[src/rtl/srt_div_pkg.sv]
// srt_div_pkg: shared constants, state encoding and operand type for the SRT divider.
package srt_div_pkg;

    localparam int ITERS_DEF = 25;
    localparam int EXP_W     = 8;
    localparam int MAN_W     = 23;
    localparam int RES_W     = 28;

    localparam logic [EXP_W-1:0] BIAS = 8'd127;
    localparam logic [31:0]      QNAN = 32'h7FC0_0000;

    typedef enum logic [2:0] {
        ST_IDLE    = 3'd0,
        ST_PREP    = 3'd1,
        ST_ITERATE = 3'd2,
        ST_FIX     = 3'd3,
        ST_NORM    = 3'd4,
        ST_DONE    = 3'd5
    } state_e;

    typedef struct packed {
        logic             sign;
        logic [EXP_W-1:0] exp;
        logic [MAN_W-1:0] man;
    } fp_t;

endpackage

[src/rtl/srt_norm_pack.sv]
// srt_norm_pack: picks the 24-bit mantissa window from the corrected quotient and packs the result.
// Overflow/underflow clamping is present only when SRT_DIV_SPECIAL_EN is defined.
module srt_norm_pack
    import srt_div_pkg::*;
(
    input  logic              sign_i,
    input  logic signed [9:0] exp_i,
    input  logic [MAN_W+1:0]  q_i,
    output logic [31:0]       result_o
);

    logic signed [9:0] exp_adj_s;
    logic [MAN_W-1:0]  frac_s;

    // Quotient MSB position selects the mantissa window and the exponent correction.
    always_comb begin
        if (q_i[MAN_W+1]) begin
            frac_s    = q_i[MAN_W:1];
            exp_adj_s = exp_i;
        end else begin
            frac_s    = q_i[MAN_W-1:0];
            exp_adj_s = exp_i - 10'sd1;
        end
    end

`ifdef SRT_DIV_SPECIAL_EN
    // Clamp out-of-range exponents to signed infinity or signed zero.
    always_comb begin
        if (exp_adj_s >= 10'sd255) begin
            result_o = {sign_i, 8'hFF, 23'h0};
        end else if (exp_adj_s <= 10'sd0) begin
            result_o = {sign_i, 31'h0};
        end else begin
            result_o = {sign_i, exp_adj_s[EXP_W-1:0], frac_s};
        end
    end
`else
    logic unused_exp_s;
    assign unused_exp_s = ^exp_adj_s[9:EXP_W];
    assign result_o     = {sign_i, exp_adj_s[EXP_W-1:0], frac_s};
`endif

endmodule

[src/rtl/srt_div_seq.sv]
// srt_div_seq: sequential radix-2 SRT single-precision divider, result truncated toward zero.
// SRT_DIV_SPECIAL_EN adds operand classification, special-value short-cuts and div_by_zero.
module srt_div_seq
    import srt_div_pkg::*;
#(
    parameter int ITERS = ITERS_DEF
) (
    input  logic        clk,
    input  logic        rst,
    input  logic        in_valid,
    output logic        in_ready,
    input  logic [31:0] dividend,
    input  logic [31:0] divisor,
    output logic        out_valid,
    input  logic        out_ready,
    output logic [31:0] quotient,
    output logic        div_by_zero,
    output logic        busy
);

    localparam int CNT_W = $clog2(ITERS);
    localparam logic signed [RES_W-1:0] HALF_POS = 28'sh200_0000;
    localparam logic signed [RES_W-1:0] HALF_NEG = 28'shE00_0000;

    state_e                   state_q;
    fp_t                      a_q, b_q;
    logic                     sign_q;
    logic signed [9:0]        exp_q;
    logic signed [RES_W-1:0]  w_q, d_q, w_d, w2_s;
    logic [ITERS-1:0]         qp_q, qn_q, qfix_q;
    logic [CNT_W-1:0]         cnt_q;
    logic                     in_ready_q, out_valid_q, busy_q;
    logic [31:0]              quotient_q, packed_s;
    logic                     digit_pos_s, digit_neg_s, sign_s;

    assign sign_s = a_q.sign ^ b_q.sign;

    // Digit selection on the doubled residual, then the w <- 2w - q*d recurrence.
    always_comb begin
        w2_s        = w_q <<< 1;
        digit_pos_s = (w2_s >= HALF_POS);
        digit_neg_s = (w2_s < HALF_NEG);
        if (digit_pos_s) begin
            w_d = w2_s - d_q;
        end else if (digit_neg_s) begin
            w_d = w2_s + d_q;
        end else begin
            w_d = w2_s;
        end
    end

`ifdef SRT_DIV_SPECIAL_EN
    logic        dbz_q, special_s, special_dbz_s;
    logic [31:0] special_res_s;
    logic        a_zero_s, a_inf_s, a_nan_s, b_zero_s, b_inf_s, b_nan_s;

    // Denormals count as zero; specials resolve directly to their packed result.
    always_comb begin
        a_zero_s      = (a_q.exp == 8'h00);
        b_zero_s      = (b_q.exp == 8'h00);
        a_inf_s       = (a_q.exp == 8'hFF) && (a_q.man == 23'h0);
        b_inf_s       = (b_q.exp == 8'hFF) && (b_q.man == 23'h0);
        a_nan_s       = (a_q.exp == 8'hFF) && (a_q.man != 23'h0);
        b_nan_s       = (b_q.exp == 8'hFF) && (b_q.man != 23'h0);
        special_s     = 1'b1;
        special_dbz_s = 1'b0;
        if (a_nan_s || b_nan_s || (a_zero_s && b_zero_s) || (a_inf_s && b_inf_s)) begin
            special_res_s = QNAN;
        end else if (a_inf_s) begin
            special_res_s = {sign_s, 8'hFF, 23'h0};
        end else if (b_zero_s) begin
            special_res_s = {sign_s, 8'hFF, 23'h0};
            special_dbz_s = 1'b1;
        end else if (a_zero_s || b_inf_s) begin
            special_res_s = {sign_s, 31'h0};
        end else begin
            special_s     = 1'b0;
            special_res_s = QNAN;
        end
    end

    assign div_by_zero = dbz_q;
`else
    assign div_by_zero = 1'b0;
`endif

    srt_norm_pack u_norm_pack (
        .sign_i   (sign_q),
        .exp_i    (exp_q),
        .q_i      (qfix_q),
        .result_o (packed_s)
    );

    // Control FSM together with the residual, quotient and output registers.
    always_ff @(posedge clk) begin
        if (rst) begin
            state_q     <= ST_IDLE;
            in_ready_q  <= 1'b1;
            out_valid_q <= 1'b0;
            busy_q      <= 1'b0;
            quotient_q  <= 32'h0;
            a_q         <= fp_t'(32'h0);
            b_q         <= fp_t'(32'h0);
            sign_q      <= 1'b0;
            exp_q       <= 10'sd0;
            w_q         <= 28'sd0;
            d_q         <= 28'sd0;
            qp_q        <= ITERS'(0);
            qn_q        <= ITERS'(0);
            qfix_q      <= ITERS'(0);
            cnt_q       <= CNT_W'(0);
`ifdef SRT_DIV_SPECIAL_EN
            dbz_q       <= 1'b0;
`endif
        end else begin
            case (state_q)
                ST_IDLE: begin
                    if (in_valid) begin
                        a_q        <= dividend;
                        b_q        <= divisor;
                        in_ready_q <= 1'b0;
                        busy_q     <= 1'b1;
                        state_q    <= ST_PREP;
                    end
                end
                ST_PREP: begin
                    sign_q  <= sign_s;
                    exp_q   <= $signed({2'b00, a_q.exp} - {2'b00, b_q.exp} + {2'b00, BIAS});
                    // w = ma/2^25 and d = mb/2^24 on a 26-bit fraction grid.
                    w_q     <= $signed({3'b000, 1'b1, a_q.man, 1'b0});
                    d_q     <= $signed({2'b00, 1'b1, b_q.man, 2'b00});
                    qp_q    <= ITERS'(0);
                    qn_q    <= ITERS'(0);
                    cnt_q   <= CNT_W'(0);
                    state_q <= ST_ITERATE;
`ifdef SRT_DIV_SPECIAL_EN
                    if (special_s) begin
                        quotient_q  <= special_res_s;
                        dbz_q       <= special_dbz_s;
                        out_valid_q <= 1'b1;
                        state_q     <= ST_DONE;
                    end
`endif
                end
                ST_ITERATE: begin
                    w_q   <= w_d;
                    qp_q  <= {qp_q[ITERS-2:0], digit_pos_s};
                    qn_q  <= {qn_q[ITERS-2:0], digit_neg_s};
                    cnt_q <= cnt_q + CNT_W'(1);
                    if (cnt_q == CNT_W'(ITERS - 1)) begin
                        state_q <= ST_FIX;
                    end
                end
                ST_FIX: begin
                    // A negative final residual means the redundant quotient overshot by one ulp.
                    qfix_q  <= qp_q - qn_q - ITERS'(w_q[RES_W-1]);
                    state_q <= ST_NORM;
                end
                ST_NORM: begin
                    quotient_q  <= packed_s;
                    out_valid_q <= 1'b1;
`ifdef SRT_DIV_SPECIAL_EN
                    dbz_q       <= 1'b0;
`endif
                    state_q     <= ST_DONE;
                end
                ST_DONE: begin
                    if (out_ready) begin
                        out_valid_q <= 1'b0;
                        busy_q      <= 1'b0;
                        in_ready_q  <= 1'b1;
                        state_q     <= ST_IDLE;
                    end
                end
                default: begin
                    out_valid_q <= 1'b0;
                    busy_q      <= 1'b0;
                    in_ready_q  <= 1'b1;
                    state_q     <= ST_IDLE;
                end
            endcase
        end
    end

    assign in_ready  = in_ready_q & ~rst;
    assign out_valid = out_valid_q;
    assign quotient  = quotient_q;
    assign busy      = busy_q;

endmodule

[config.mk]
export PLATFORM = sky130hd
export DESIGN_NAME = srt_div_seq
export DESIGN_NICKNAME = d
export VERILOG_FILES = /design/src/rtl/srt_div_pkg.sv /design/src/rtl/srt_norm_pack.sv /design/src/rtl/srt_div_seq.sv
export SDC_FILE = /design/constraint.sdc
export NUM_CORES = 1
export LEC_CHECK = 0
export ABC_CLOCK_PERIOD_IN_PS = 5070
export BUFFER_PORTS_ARGS = -buffer_cell sky130_fd_sc_hd__clkbuf_2
export CORE_MARGIN = 2
export CORE_UTILIZATION = 45
export CTS_CLUSTER_DIAMETER = 40
export CTS_CLUSTER_SIZE = 14
export DETAILED_ROUTE_END_ITERATION = 6
export PLACE_DENSITY = 0.64
export SYNTH_ARGS = -nofsm -noshare
export SYNTH_HDL_FRONTEND = slang
export SYNTH_HIERARCHICAL = 1
export SYNTH_SLANG_ARGS = --single-unit
[constraint.sdc]
create_clock -name clk -period 5.07 [get_ports clk]
set_clock_uncertainty 0.05 [all_clocks]
set_input_delay 0.2535 -clock clk [delete_from_list [all_inputs] [get_ports clk]]
set_output_delay 0.2535 -clock clk [all_outputs]
set_load 0.005 [all_outputs]
**Yosys cells after proc, flatten, opt, wreduce, memory -nomap -nowiden**

Cells that the tools add are included.

- Add/sub/neg operators: 8
- Order comparisons: 2
- Equality and inequality tests: 9
- Multiplexer cells: 19
- Bitwise operators: 5
- Reductions and logical operators: 8

Operator list:

| cell | number |
|---|---|
| case mux 25 bit (2 select lines) | 2 |
| two-way mux 28 bit | 2 |
| case mux 28 bit (2 select lines) | 1 |
| adder 28 x 27 -> 28 bit | 1 |
| greater-or-equal comparator 28 x 27 -> 1 bit (second input constant) | 1 |
| < comparator 28 x 26 -> 1 bit (second input constant) | 1 |
| subtractor 28 x 27 -> 28 bit | 1 |
| subtractor 25 x 1 -> 25 bit | 1 |
| subtractor 25 bit | 1 |
| two-way mux 23 bit | 1 |
| case mux 3 bit (6 select lines) | 1 |
| case mux 5 bit (2 select lines) | 1 |
| two-way mux 3 bit | 3 |
| case mux 1 bit (3 select lines) | 3 |
| adder 8 bit (second input constant) | 1 |
| two-way mux 8 bit | 1 |
| OR reduction 4 bit | 2 |
| subtractor 8 x 2 -> 8 bit (second input constant) | 1 |
| subtractor 8 bit | 1 |
| equality test 3 x 2 -> 1 bit (second input constant) | 2 |
| equality test 3 bit (second input constant) | 2 |
| != test 2 bit (second input constant) | 3 |
| AND reduction 3 bit | 2 |
| adder 5 x 1 -> 5 bit (second input constant) | 1 |
| other kinds (9) | 15 |

- Bits in registers: 243
- Output and inout port bits: 36
- Logic and storage cells: 70

**Logic depth before layout (Yosys ltp)**

- Depth after elaboration: 4
- Depth in mapped cells: 13
- Depth with buffers taken out: 13

**Cells and area by module**

The synthesis kept the hierarchy.

By module, submodules not included:

| module | instances | cells each | area each (um2) |
|---|---|---|---|
| srt_div_seq | 1 | 1806 | 13708.1 |
| srt_norm_pack | 1 | 48 | 447.9 |

**Least setup slack after synthesis**

OpenSTA, ideal clock, no wires.

- Path kind: register to register
- From: register w_q[27]
- To: register qfix_q[24]
- Setup time: 92 ps
- Data arrival time: 2892 ps
- Data required time: 4928 ps
- Setup slack: 2036 ps
- Cell stages (with the launch flop): 13
- Buffers on the path: 0
- Period minus slack after synthesis: 3034 ps
- Cells stage by stage: dfxtp_1 inv_1 fa_1 fa_1 nand2b_1 a2111o_1 a31oi_1 o211ai_1 a21oi_1 o31a_1 nor2b_1 o2111a_1 nor4_1

- Longest elaborated chain between the ends: 1

RTL lines:

| element | line | RTL |
|---|---|---|
| start: declaration | srt_div_seq.sv:29 | `logic signed [RES_W-1:0] w_q, d_q, w_d, w2_s;` |
| start signal: assignment | srt_div_seq.sv:130 | `w_q <= $signed({3'b000, 1'b1, a_q.man, 1'b0});` |
| start signal: assignment | srt_div_seq.sv:146 | `w_q <= w_d;` |
| subtractor 25 x 1 -> 25 bit | srt_div_seq.sv:156 | `qfix_q <= qp_q - qn_q - ITERS'(w_q[RES_W-1]);` |
| end signal: assignment | srt_div_seq.sv:156 |  |
| end: declaration | srt_div_seq.sv:30 | `logic [ITERS-1:0] qp_q, qn_q, qfix_q;` |

No other way between the ends.
A chain may end at the register's enable or synchronous reset.

**Worst setup path after layout**

Ends and elaborated chain as after synthesis.

==> metrics.cfg <==
[route]
drc = 0
drt_iter0_markers = 839
post_drt_via_cell_ratio = 5.50
ant_nets = 0
wire_per_inst_um = 15.8
vias = 13049
routed_wl_um = 37500
first_pass_iters = 5

[critical_path]
criticalPathCategory = flop to flop
cp_max_fo = 3
critPathSlowestCell = fa_1
required_ns = 5.45
r2r_slack_ns = 1.58
worstPathArrival_ns = 3.88
crit_family = compound AO/OA/AOI/OAI gates
crit_path_frequent_cell = fa_1
r2r-end = qfix_q[24]
start_kind = flop
rr_startpoint = w_q[27]
cp-end-kind = flop
critical_path.cell_chain = inv_1 -> fa_1 -> fa_1 -> nand2b_1 -> a2111o_1 -> a31oi_1 -> o211ai_1 -> a21oi_1 -> o31a_1 -> nor2b_1 -> o2111a_1 -> nor4_1
max_stage_delay_ns = 0.46
crit_buf_inv = 1
r2r_cells = 12

[global_route]
grt_first_pass_wirelength_um = 62300
grt_util_all_layers = 0.226
grt_overflow = 0
antenna_found_initial = 1
grt_max_degree = 95
grt_pass1_vias = 12336

[timing]
rsz0062_at_grt = false
hold_viol_final = 0
post-route-period-util = 0.689
tightestPinTransition_ns = 1.08
setup_tns_ns = 0
whs_ns = 0.0694
setup_viol = 0
maxSlewHeadroom = 0.279
report.final.slew_viol_count = 0
fin_crit_ns = 3.49
fmaxAchievable_mhz = 286

[cts]
cts-buffers-inserted = 38
clockRootBuffer = clkbuf_16
h-tree-depth = 2
clk_latency_ns = 0.53
cts_tree = built
post_cts_buffers = 0
clock_sinks = 242
clk_pin_slew_ns = 0.06
clk_path_buf_depth = 3

[layout]
antenna_cells = 0
nets = 2125
final_common_cell = nand2_1
fin_area_mm2 = 0.0167
final_util = 0.545
syn_to_final_growth_pct = 18.9
drive_above_1_share = 0.124
layout_common_cells = nand2_1, dfxtp_1, a21oi_1, inv_1, nor2_1

[hold_path]
min_path_cells = 4
hold_start = out_ready
hold_end = out_valid
hold_path_class = input pin to flop

[floorplan]
core_area_mm2 = 0.0307
die_h_um = 181
initial_core_util = 0.458
die_w_um = 181
io_pins = 104
dieArea_mm2 = 0.0327
row_count = 64

[placement]
gp_congestion = 0.903
portBuffers = 102
dpl_cell_area_mm2 = 0.0147
dp_hpwl_um = 25100

[synthesis]
ys_warn_count = 6
syn-instance-count = 1842
syn_area_mm2 = 0.0141
synth_fp_nets = 2021
syn_area_per_cell_um2 = 7.63

[run]
drv_cap = 0

[power]
leakagePower_nw = 6.80
p_total_mw = 5.90
p_per_area_mw_per_mm2 = 353
ir_drop_v = 0.000244

[status]
status = finished clean

worst max path at each step:
| stage | to | start | cells after the start |
|---|---|---|---|
| 6_report | qfix_q[24] | w_q[27] | 12 |
| 5_1_grt | qfix_q[24] | w_q[27] | 12 |
| 4_1_cts | qfix_q[24] | w_q[27] | 12 |
| 3_5_place_dp | qfix_q[24] | w_q[27] | 12 |
| 3_3_place_gp | qfix_q[24] | w_q[27] | 12 |
| 2_1_floorplan | qfix_q[24] | w_q[27] | 12 |
sequential cells by signal, summed over array words and instances, names as in the netlist:
signal / count
busy: 1
b_q: 32
in_ready_q: 1
qfix_q: 25
cnt_q: 5
w_q: 27
state_q: 3
exp_q: 8
qp_q: 25
d_q: 24
a_q: 32
qn_q: 25
quotient: 32
out_valid: 1
sign_q: 1
final cells by class:
| cell class | instances | area (um2) |
|---|---|---|
| clock buffers | 47 | 1050 |
| clock inverters | 23 | 312 |
| fillers | 2930 | 13900 |
| inverters | 145 | 544 |
| multi-input cells | 1339 | 8220 |
| flip-flops and latches | 242 | 4840 |
| well taps | 396 | 495 |
| repair buffers | 180 | 1260 |
per-layer routing:
layer | GRT usage | wire, um
met1 | 0.330 | 18500
met2 | 0.343 | 16000
met4 | 0.0561 | 722
met3 | 0.0397 | 2280
met5 | 0 | 13
report_power, final:
| group | switching, mW | internal, mW |
|---|---|---|
| combinational | 0.690 | 0.429 |
| sequential | 0.0699 | 1.98 |
| clock | 0.982 | 1.75 |
| total | 1.74 | 4.16 |
worst register-to-register path, delay by kind of cell (launching register included):
kind                       cells  cell delay, ns
AOI/OAI and AO/OA              6            1.62
and+or+nand+nor                3            0.49
adders and majority gates      2            0.86
buffers and inverters          1            0.06
DFF                            1            0.33
metrics by stage:
step	cells	setup WS, ns
global route	2372	1.31
detailed placement	2238	1.65
finish	2372	1.58
floorplan	1842	2.04
CTS	2372	1.62
global placement	2238	1.67
what timing repair did:
| item | 4_1_cts | 5_1_grt |
|---|---|---|
| endpoints found under the hold margin | 64 | 0 |
| hold buffers | 64 | 0 |
| gates resized for setup | 0 | 0 |
Power figures use the tool's default switching activity.
